$ cat config.mk
export PLATFORM = sky130hd
export DESIGN_NAME = uart_transceiver_flat
export DESIGN_NICKNAME = d
export VERILOG_FILES = /design/src/rtl/uart_transceiver_if.sv /design/src/rtl/uart_transceiver.sv /design/src/flat_wrapper.sv
export SDC_FILE = /design/constraint.sdc
export NUM_CORES = 1
export LEC_CHECK = 0
export BUFFER_PORTS_ARGS = -buffer_cell sky130_fd_sc_hd__buf_2
export CORE_MARGIN = 2
export CORE_UTILIZATION = 57
export DETAILED_ROUTE_END_ITERATION = 8
export PLACE_DENSITY = 0.89
export SLEW_MARGIN = 20
export SYNTH_ARGS = -nofsm -noshare
export SYNTH_HDL_FRONTEND = slang
export SYNTH_SLANG_ARGS = --single-unit
$ cat constraint.sdc
create_clock -name clk -period 5.8 [get_ports clk]
set_input_delay 1.16 -clock clk [delete_from_list [all_inputs] [get_ports clk]]
set_output_delay 1.16 -clock clk [all_outputs]
set_load 0.05 [all_outputs]
$ cat src/rtl/uart_transceiver_if.sv
// uart_transceiver_if: command strobes, data bus and status between the control unit and the UART.
interface uart_transceiver_if;
   logic        uart_receive;
   logic        uart_in_and_send;
   logic        uart_out;
   logic [15:0] bus_in;
   logic [15:0] bus_out;
   logic        uart_done;
   logic        busy;
   logic        frame_err;
   modport master (
      output uart_receive, uart_in_and_send, uart_out, bus_in,
      input  bus_out, uart_done, busy, frame_err
   );
   modport slave (
      input  uart_receive, uart_in_and_send, uart_out, bus_in,
      output bus_out, uart_done, busy, frame_err
   );
endinterface

$ cat src/rtl/uart_transceiver.sv
// uart_transceiver: 8N1 UART, one byte per command strobe, one-cycle uart_done pulse on completion.
// Defining UART_RX_TIMEOUT_EN aborts a receive when no start bit arrives within TIMEOUT_BITS bit periods.
module uart_transceiver #(
   parameter int CLKS_PER_BIT = 104,
   parameter int TIMEOUT_BITS = 1024
) (
   input  logic              clk,
   input  logic              rst_n,
   uart_transceiver_if.slave bus,
   input  logic              rx_i,
   output logic              tx_o
);
   localparam int CW = $clog2(CLKS_PER_BIT);
   localparam logic [CW-1:0] LAST = CW'(CLKS_PER_BIT - 1);
   localparam logic [CW-1:0] HALF = CW'(CLKS_PER_BIT / 2 - 1);
`ifdef UART_RX_TIMEOUT_EN
   localparam int TW = $clog2(TIMEOUT_BITS + 1);
   localparam logic [TW-1:0] TMO_LAST = TW'(TIMEOUT_BITS - 1);
   logic [TW-1:0] tmo_q;
`else
   localparam int unused_timeout_bits = TIMEOUT_BITS;
`endif
   typedef enum logic [3:0] {
      IDLE, RX_WAIT, RX_START, RX_DATA, RX_STOP, TX_START, TX_DATA, TX_STOP, DONE
   } state_t;
   state_t        state_q;
   logic [CW-1:0] clk_cnt_q;
   logic [2:0]    bit_idx_q;
   logic [7:0]    tx_shift_q, rx_shift_q, rx_data_q;
   logic [1:0]    rx_sync_q;
   logic          tx_q, done_q, busy_q, frame_err_q;
   logic          rx_s, bit_end, unused_bus_hi;
   assign rx_s          = rx_sync_q[1];
   assign bit_end       = clk_cnt_q == LAST;
   assign unused_bus_hi = ^bus.bus_in[15:8];
   assign tx_o          = tx_q;
   assign bus.uart_done = done_q;
   assign bus.busy      = busy_q;
   assign bus.frame_err = frame_err_q;
   assign bus.bus_out   = bus.uart_out ? {8'h00, rx_data_q} : 16'h0000;
   always_ff @(posedge clk or negedge rst_n)
      if (!rst_n) rx_sync_q <= 2'b11;
      else        rx_sync_q <= {rx_sync_q[0], rx_i};
   // clk_cnt free-runs within a bit period; states that need a fresh period zero it on entry
   always_ff @(posedge clk or negedge rst_n) begin
      if (!rst_n) begin
         state_q     <= IDLE;
         clk_cnt_q   <= '0;
         bit_idx_q   <= '0;
         tx_shift_q  <= '0;
         rx_shift_q  <= '0;
         rx_data_q   <= '0;
         tx_q        <= 1'b1;
         done_q      <= 1'b0;
         busy_q      <= 1'b0;
         frame_err_q <= 1'b0;
`ifdef UART_RX_TIMEOUT_EN
         tmo_q       <= '0;
`endif
      end else begin
         done_q    <= 1'b0;
         clk_cnt_q <= bit_end ? '0 : clk_cnt_q + CW'(1);
         unique case (state_q)
            IDLE: begin
               clk_cnt_q <= '0;
               bit_idx_q <= '0;
`ifdef UART_RX_TIMEOUT_EN
               tmo_q     <= '0;
`endif
               if (bus.uart_receive) begin
                  state_q     <= RX_WAIT;
                  busy_q      <= 1'b1;
                  frame_err_q <= 1'b0;
               end else if (bus.uart_in_and_send) begin
                  state_q    <= TX_START;
                  busy_q     <= 1'b1;
                  tx_shift_q <= bus.bus_in[7:0];
                  tx_q       <= 1'b0;
               end
            end
            RX_WAIT: begin
`ifdef UART_RX_TIMEOUT_EN
               if (bit_end) tmo_q <= tmo_q + TW'(1);
               if (bit_end && tmo_q == TMO_LAST) begin
                  rx_data_q   <= 8'h00;
                  frame_err_q <= 1'b1;
                  done_q      <= 1'b1;
                  state_q     <= DONE;
               end else
`endif
               if (!rx_s) begin
                  state_q   <= RX_START;
                  clk_cnt_q <= '0;
               end
            end
            RX_START:
               if (clk_cnt_q == HALF) begin
                  clk_cnt_q <= '0;
                  state_q   <= rx_s ? RX_WAIT : RX_DATA;
               end
            RX_DATA:
               if (bit_end) begin
                  rx_shift_q <= {rx_s, rx_shift_q[7:1]};
                  bit_idx_q  <= bit_idx_q + 3'd1;
                  if (bit_idx_q == 3'd7) state_q <= RX_STOP;
               end
            RX_STOP:
               if (bit_end) begin
                  frame_err_q <= !rx_s;
                  rx_data_q   <= rx_shift_q;
                  done_q      <= 1'b1;
                  state_q     <= DONE;
               end
            TX_START:
               if (bit_end) begin
                  tx_q    <= tx_shift_q[0];
                  state_q <= TX_DATA;
               end
            TX_DATA:
               if (bit_end) begin
                  tx_shift_q <= tx_shift_q >> 1;
                  bit_idx_q  <= bit_idx_q + 3'd1;
                  tx_q       <= bit_idx_q == 3'd7 ? 1'b1 : tx_shift_q[1];
                  state_q    <= bit_idx_q == 3'd7 ? TX_STOP : TX_DATA;
               end
            TX_STOP:
               if (bit_end) begin
                  done_q  <= 1'b1;
                  state_q <= DONE;
               end
            DONE: begin
               busy_q  <= 1'b0;
               state_q <= IDLE;
            end
            default: state_q <= IDLE;
         endcase
      end
   end
endmodule
$ cat src/flat_wrapper.sv
// flat-port wrapper written by rule: the top's interface ports become plain ports
module uart_transceiver_flat 
#(
   parameter int CLKS_PER_BIT = 104,
   parameter int TIMEOUT_BITS = 1024
)
  (clk, rst_n, rx_i, tx_o, bus_uart_receive, bus_uart_in_and_send, bus_uart_out, bus_bus_in, bus_bus_out, bus_uart_done, bus_busy, bus_frame_err);
  uart_transceiver_if bus_i ();
  input  logic clk;
  input  logic rst_n;
  input  logic rx_i;
  output logic tx_o;
  input wire logic [$bits(bus_i.uart_receive)-1:0] bus_uart_receive;
  input wire logic [$bits(bus_i.uart_in_and_send)-1:0] bus_uart_in_and_send;
  input wire logic [$bits(bus_i.uart_out)-1:0] bus_uart_out;
  input wire logic [$bits(bus_i.bus_in)-1:0] bus_bus_in;
  output wire logic [$bits(bus_i.bus_out)-1:0] bus_bus_out;
  output wire logic [$bits(bus_i.uart_done)-1:0] bus_uart_done;
  output wire logic [$bits(bus_i.busy)-1:0] bus_busy;
  output wire logic [$bits(bus_i.frame_err)-1:0] bus_frame_err;
  assign bus_i.uart_receive = bus_uart_receive;
  assign bus_i.uart_in_and_send = bus_uart_in_and_send;
  assign bus_i.uart_out = bus_uart_out;
  assign bus_i.bus_in = bus_bus_in;
  assign bus_bus_out = bus_i.bus_out;
  assign bus_uart_done = bus_i.uart_done;
  assign bus_busy = bus_i.busy;
  assign bus_frame_err = bus_i.frame_err;
  uart_transceiver #(.CLKS_PER_BIT(CLKS_PER_BIT), .TIMEOUT_BITS(TIMEOUT_BITS)) u_core (.clk(clk), .rst_n(rst_n), .bus(bus_i), .rx_i(rx_i), .tx_o(tx_o));
endmodule
Word level (Yosys, flattened, before mapping)
Cells that the tools add are included.
{"block": "word_totals", "regBits": 44, "wordCells": 91, "input_bits": 22}
{"block": "op_classes", "addsub": 2, "n_reduce_logical": 17, "eq_ne": 24, "mux": 37}
{"op": "$mux 4", "count": 9}
{"op": "$mux 8", "count": 4}
{"op": "$pmux 4 s7", "count": 1}
{"op": "$mux 7", "count": 3}
{"op": "$pmux 7 s3", "count": 1}
{"op": "$eq 4x3->1 const B", "count": 4}
{"op": "$ne 2x1->1 const B", "count": 8}
{"op": "$pmux 8 s2", "count": 1}
{"op": "$mux 1", "count": 12}
{"op": "$eq 4x2->1 const B", "count": 2}
{"op": "$ne 2x2->1 const B", "count": 4}
{"op": "$reduce_and 2->1", "count": 4}
{"op": "$reduce_and 8->1", "count": 1}
{"op": "$reduce_bool 2->1", "count": 4}
{"op": "$add 7x1->7 const B", "count": 1}
{"op": "$eq 7x6->1 const B", "count": 1}
{"op": "$eq 7x7->1 const B", "count": 1}
{"op": "$pmux 3 s2", "count": 1}
{"op": "$reduce_and 5->1", "count": 1}
{"op": "$eq 4x1->1 const B", "count": 1}
{"op": "$eq 4x4->1 const B", "count": 1}
{"op": "$logic_not 4->1", "count": 1}
{"op": "$pmux 1 s2", "count": 2}
{"op": "$reduce_and 4->1", "count": 1}
{"op": "other kinds (10)", "count": 11}

Longest topological paths before layout
{"block": "logic_depth", "ltp_word": 4, "ltp_mapped": 6, "depth_no_buf": 6}

Least setup slack after synthesis
Ideal clock, no wire load.
{"block": "synth_path", "kind": "input to output", "start": "input port bus_uart_out", "end": "output port bus_bus_out[0]", "n_path_buf": 0, "arrival_ns": 1.567, "path_slack_ns": 3.073, "cell_stages": 1, "path_cell_list": "and2_1"}
{"block": "synth_between", "elab_chain_len": 1}
{"element": "from (decl)", "line_no": "flat_wrapper.sv:15", "text": "input wire logic [$bits(bus_i.uart_out)-1:0] bus_uart_out;"}
{"element": "$mux 8", "line_no": "uart_transceiver.sv:40", "text": "assign bus.bus_out = bus.uart_out ? {8'h00, rx_data_q} : 16'h0000;"}
{"element": "to (decl)", "line_no": "flat_wrapper.sv:17", "text": "output wire logic [$bits(bus_i.bus_out)-1:0] bus_bus_out;"}
No other way between the ends.

Worst setup path after layout
{"block": "layout_path", "start": "input port bus_uart_out", "end": "output port bus_bus_out[3]"}
Same word-level chain as after synthesis.

==> run metrics <==
Placed Cells=about 250; CP Capture Type=output pin; layout net count=around 240; post-layout min period=2850 ps; worst IR drop on VDD=0.215 mV; DR WL/cell=14.7 um; final count of hold timing violations=0; CTS tree=built; full die area=4490 um^2; Adder-Cell Fraction of Synth Area=approximately 2.2%; Remaining DRCs=0; main combinational cell family by area after synthesis=multiplexers; maximum clock path buffer count=2; IO Count=42; Max Transition Viols Final=0; Worst Setup Start Kind=input port; Max FO, Critical Path=8; final worst-path cycle share=about half; number of global-route vias before repair=about 1400; cell taking the most area after synthesis=dfrtp_1; DP HPWL=between 2 and 3 mm; Placer Congestion=0.826; clock skew=between 4 and 5 ps; CTS Buf Count=5; Post-synth EDFFs=0; GR met1 Demand/Resource=26.7%; Synth Area in Compound Gates=9.96%; Post-CTS Setup Bufs=0; die height=67.0 um; antenna-violating nets left=0; Post-Place Setup Slack=2940 ps; Max-cap violations=0; Mapped Area=approximately 2300 um^2; Hold Buf Count CTS=0; Port Buffers=25; width of the die=67.0 um; DP Area=2360 um^2; RSZ-0062 raised after global routing=false; synth cell count leaders=dfrtp_1, mux2_2, and2_1, buf_4; most frequent cell after synthesis=dfrtp_1; CTS resizes=0; Synthesis Warnings=0; total track usage=roughly a fifth; Synth Area in Simple Gates=14.4%; synthesized instance count=191; maximum clock frequency=351 MHz; arrival time worst endpoint=1690 ps; met2 usage=31.9%; final setup fails=0; Hold Crit Class=reg -> reg; Mean Syn Cell Area=about 12 um^2; Power Density=216 nW/um^2; gr busiest metal=met2; Area contributors post-synth=dfrtp_1, mux2_2, dfstp_2; relative slew slack=43.1%; Top FF cell, synth=dfrtp_1; clk root buf=clkbuf_8; Clock Latency Late Sink=290 ps; multiplexer share of the synthesized area=16.9%; Rows=22; Synth Area in XOR/XNOR=2.32%; DR pass1 iterations=4; via count=1484; setup TNS=0 ps; share of cells above drive strength 1=35.2%; Detailed Route WL=3.85 mm; Via density=roughly 5.7; post-synth top area share=45.4%; setup slack, reg-to-reg=3180 ps; Num Clock Sinks=44; Initial Util=60.4%; antenna violations before repair=0; worst-margin pin slew=between 800 and 900 ps; final cell count without fillers=261; fin area=2460 um^2; fillers=about 300; clock slew at reported path FFs=80 ps; largest net degree at the start of global routing=45; initial DRC count=62; FF+latch count, synth=44; status=finished clean; unique cell type count in the Yosys netlist=50; Lkg Pwr=1.17 nW; worst setup path class=in -> out; Post-synth ARST share=100%; Layout area overhead=8.74%; PnR worst setup slack=slightly below 3000 ps; Antenna diodes=0; H-tree depth=2; core area=3740 um^2; global route overflow=0; CP required=4640 ps; first-pass GRT wire length=~6.6 mm; grt met3 use=4.05%; register area share after synthesis=48.9%
[path summary, 6_finish.rpt]
path                                startpoint              endpoint  cells after the start
min                        u_core.rx_sync_q[0]   u_core.rx_sync_q[1]                      0
min reg2reg                u_core.rx_sync_q[0]   u_core.rx_sync_q[1]                      0
max                               bus_uart_out        bus_bus_out[3]                      3
max in group asynchronous                rst_n   u_core.rx_sync_q[0]                      1
max reg2reg                  u_core.state_q[1]  u_core.tx_shift_q[3]                      4
min in group asynchronous                rst_n  u_core.tx_shift_q[4]                      1
[cell type report]
class / instances / area (um^2) / share of cell area, %
clock buffer: 7 / 86.3 / 3.51
timing repair buffer: 25 / 128 / 5.19
clock inverter: 1 / 7.51 / 0.305
inverter: 2 / 7.51 / 0.305
tap: 48 / 60.1 / 2.44
sequential: 44 / 1100 / 44.9
multi-input combinational: 134 / 1060 / 43.3
[state kept, by name, indices dropped and copies added (netlist names)]
register,count
u_core.bit_idx_q,3
u_core.bus.busy,1
u_core.bus.frame_err,1
u_core.bus.uart_done,1
u_core.clk_cnt_q,7
u_core.rx_data_q,8
u_core.rx_shift_q,8
u_core.rx_sync_q,2
u_core.state_q,4
u_core.tx_o,1
u_core.tx_shift_q,8
[through the flow]
stage	utilization, %	total power, mW	hold slack (ps)
floorplan	-	0.337	345
global placement	63.1	0.344	346
detailed placement	63.1	0.345	351
CTS	65.6	0.538	362
global route	65.7	0.554	365
finish	65.7	0.531	360
[where the power goes]
group,internal (mW),switching [mW],leakage [nW]
sequential,0.310,0.00167,0.575
combinational,0.00675,0.0206,0.549
clock,0.0966,0.0954,0.0445
total,0.413,0.118,1.17
[logic make-up (layout without fill, tap and decap cells)]
logic type	count (synthesis)	in the layout
xor+xnor	6	6
buf+inv	20	35
mux	34	34
simple gates	50	50
fa+ha+maj	4	4
other cells	1	8
compound gates	32	32
flops	44	44
[critical path, cell delays in order]
cell and delay [ps]:
buf_2 130, and2_1 140, buf_2 260
[layer usage]
metal	share of wire [%]	wire [um]
met1	45	1740
met2	50	1910
met3	2.6	100
met4	2.6	99
met5	0	0
[placed cells by master (no fill, tap or decap), types with 2 or more instances in the layout]
master | Yosys | routed
dfrtp_1 | 41 | 41
mux2_2 | 33 | 33
buf_2 | 4 | 24
and2_1 | 8 | 8
conb_1 | 1 | 8
nand2_1 | 7 | 7
a21oi_1 | 7 | 7
a211oi_1 | 6 | 6
clkbuf_8 | 0 | 6
nor2_1 | 5 | 5
nand3_1 | 4 | 4
xnor2_1 | 4 | 4
nor2b_1 | 4 | 4
nor4_1 | 4 | 4
ha_1 | 4 | 4
o21ai_0 | 3 | 3
dfstp_2 | 3 | 3
inv_1 | 2 | 2
or2_2 | 2 | 2
xor2_1 | 2 | 2
nand2b_1 | 2 | 2
a21o_1 | 2 | 2
a21boi_0 | 2 | 2
a22o_1 | 2 | 2
o211ai_1 | 2 | 2
nor3_1 | 2 | 2
(Power assumes the default switching activity.)
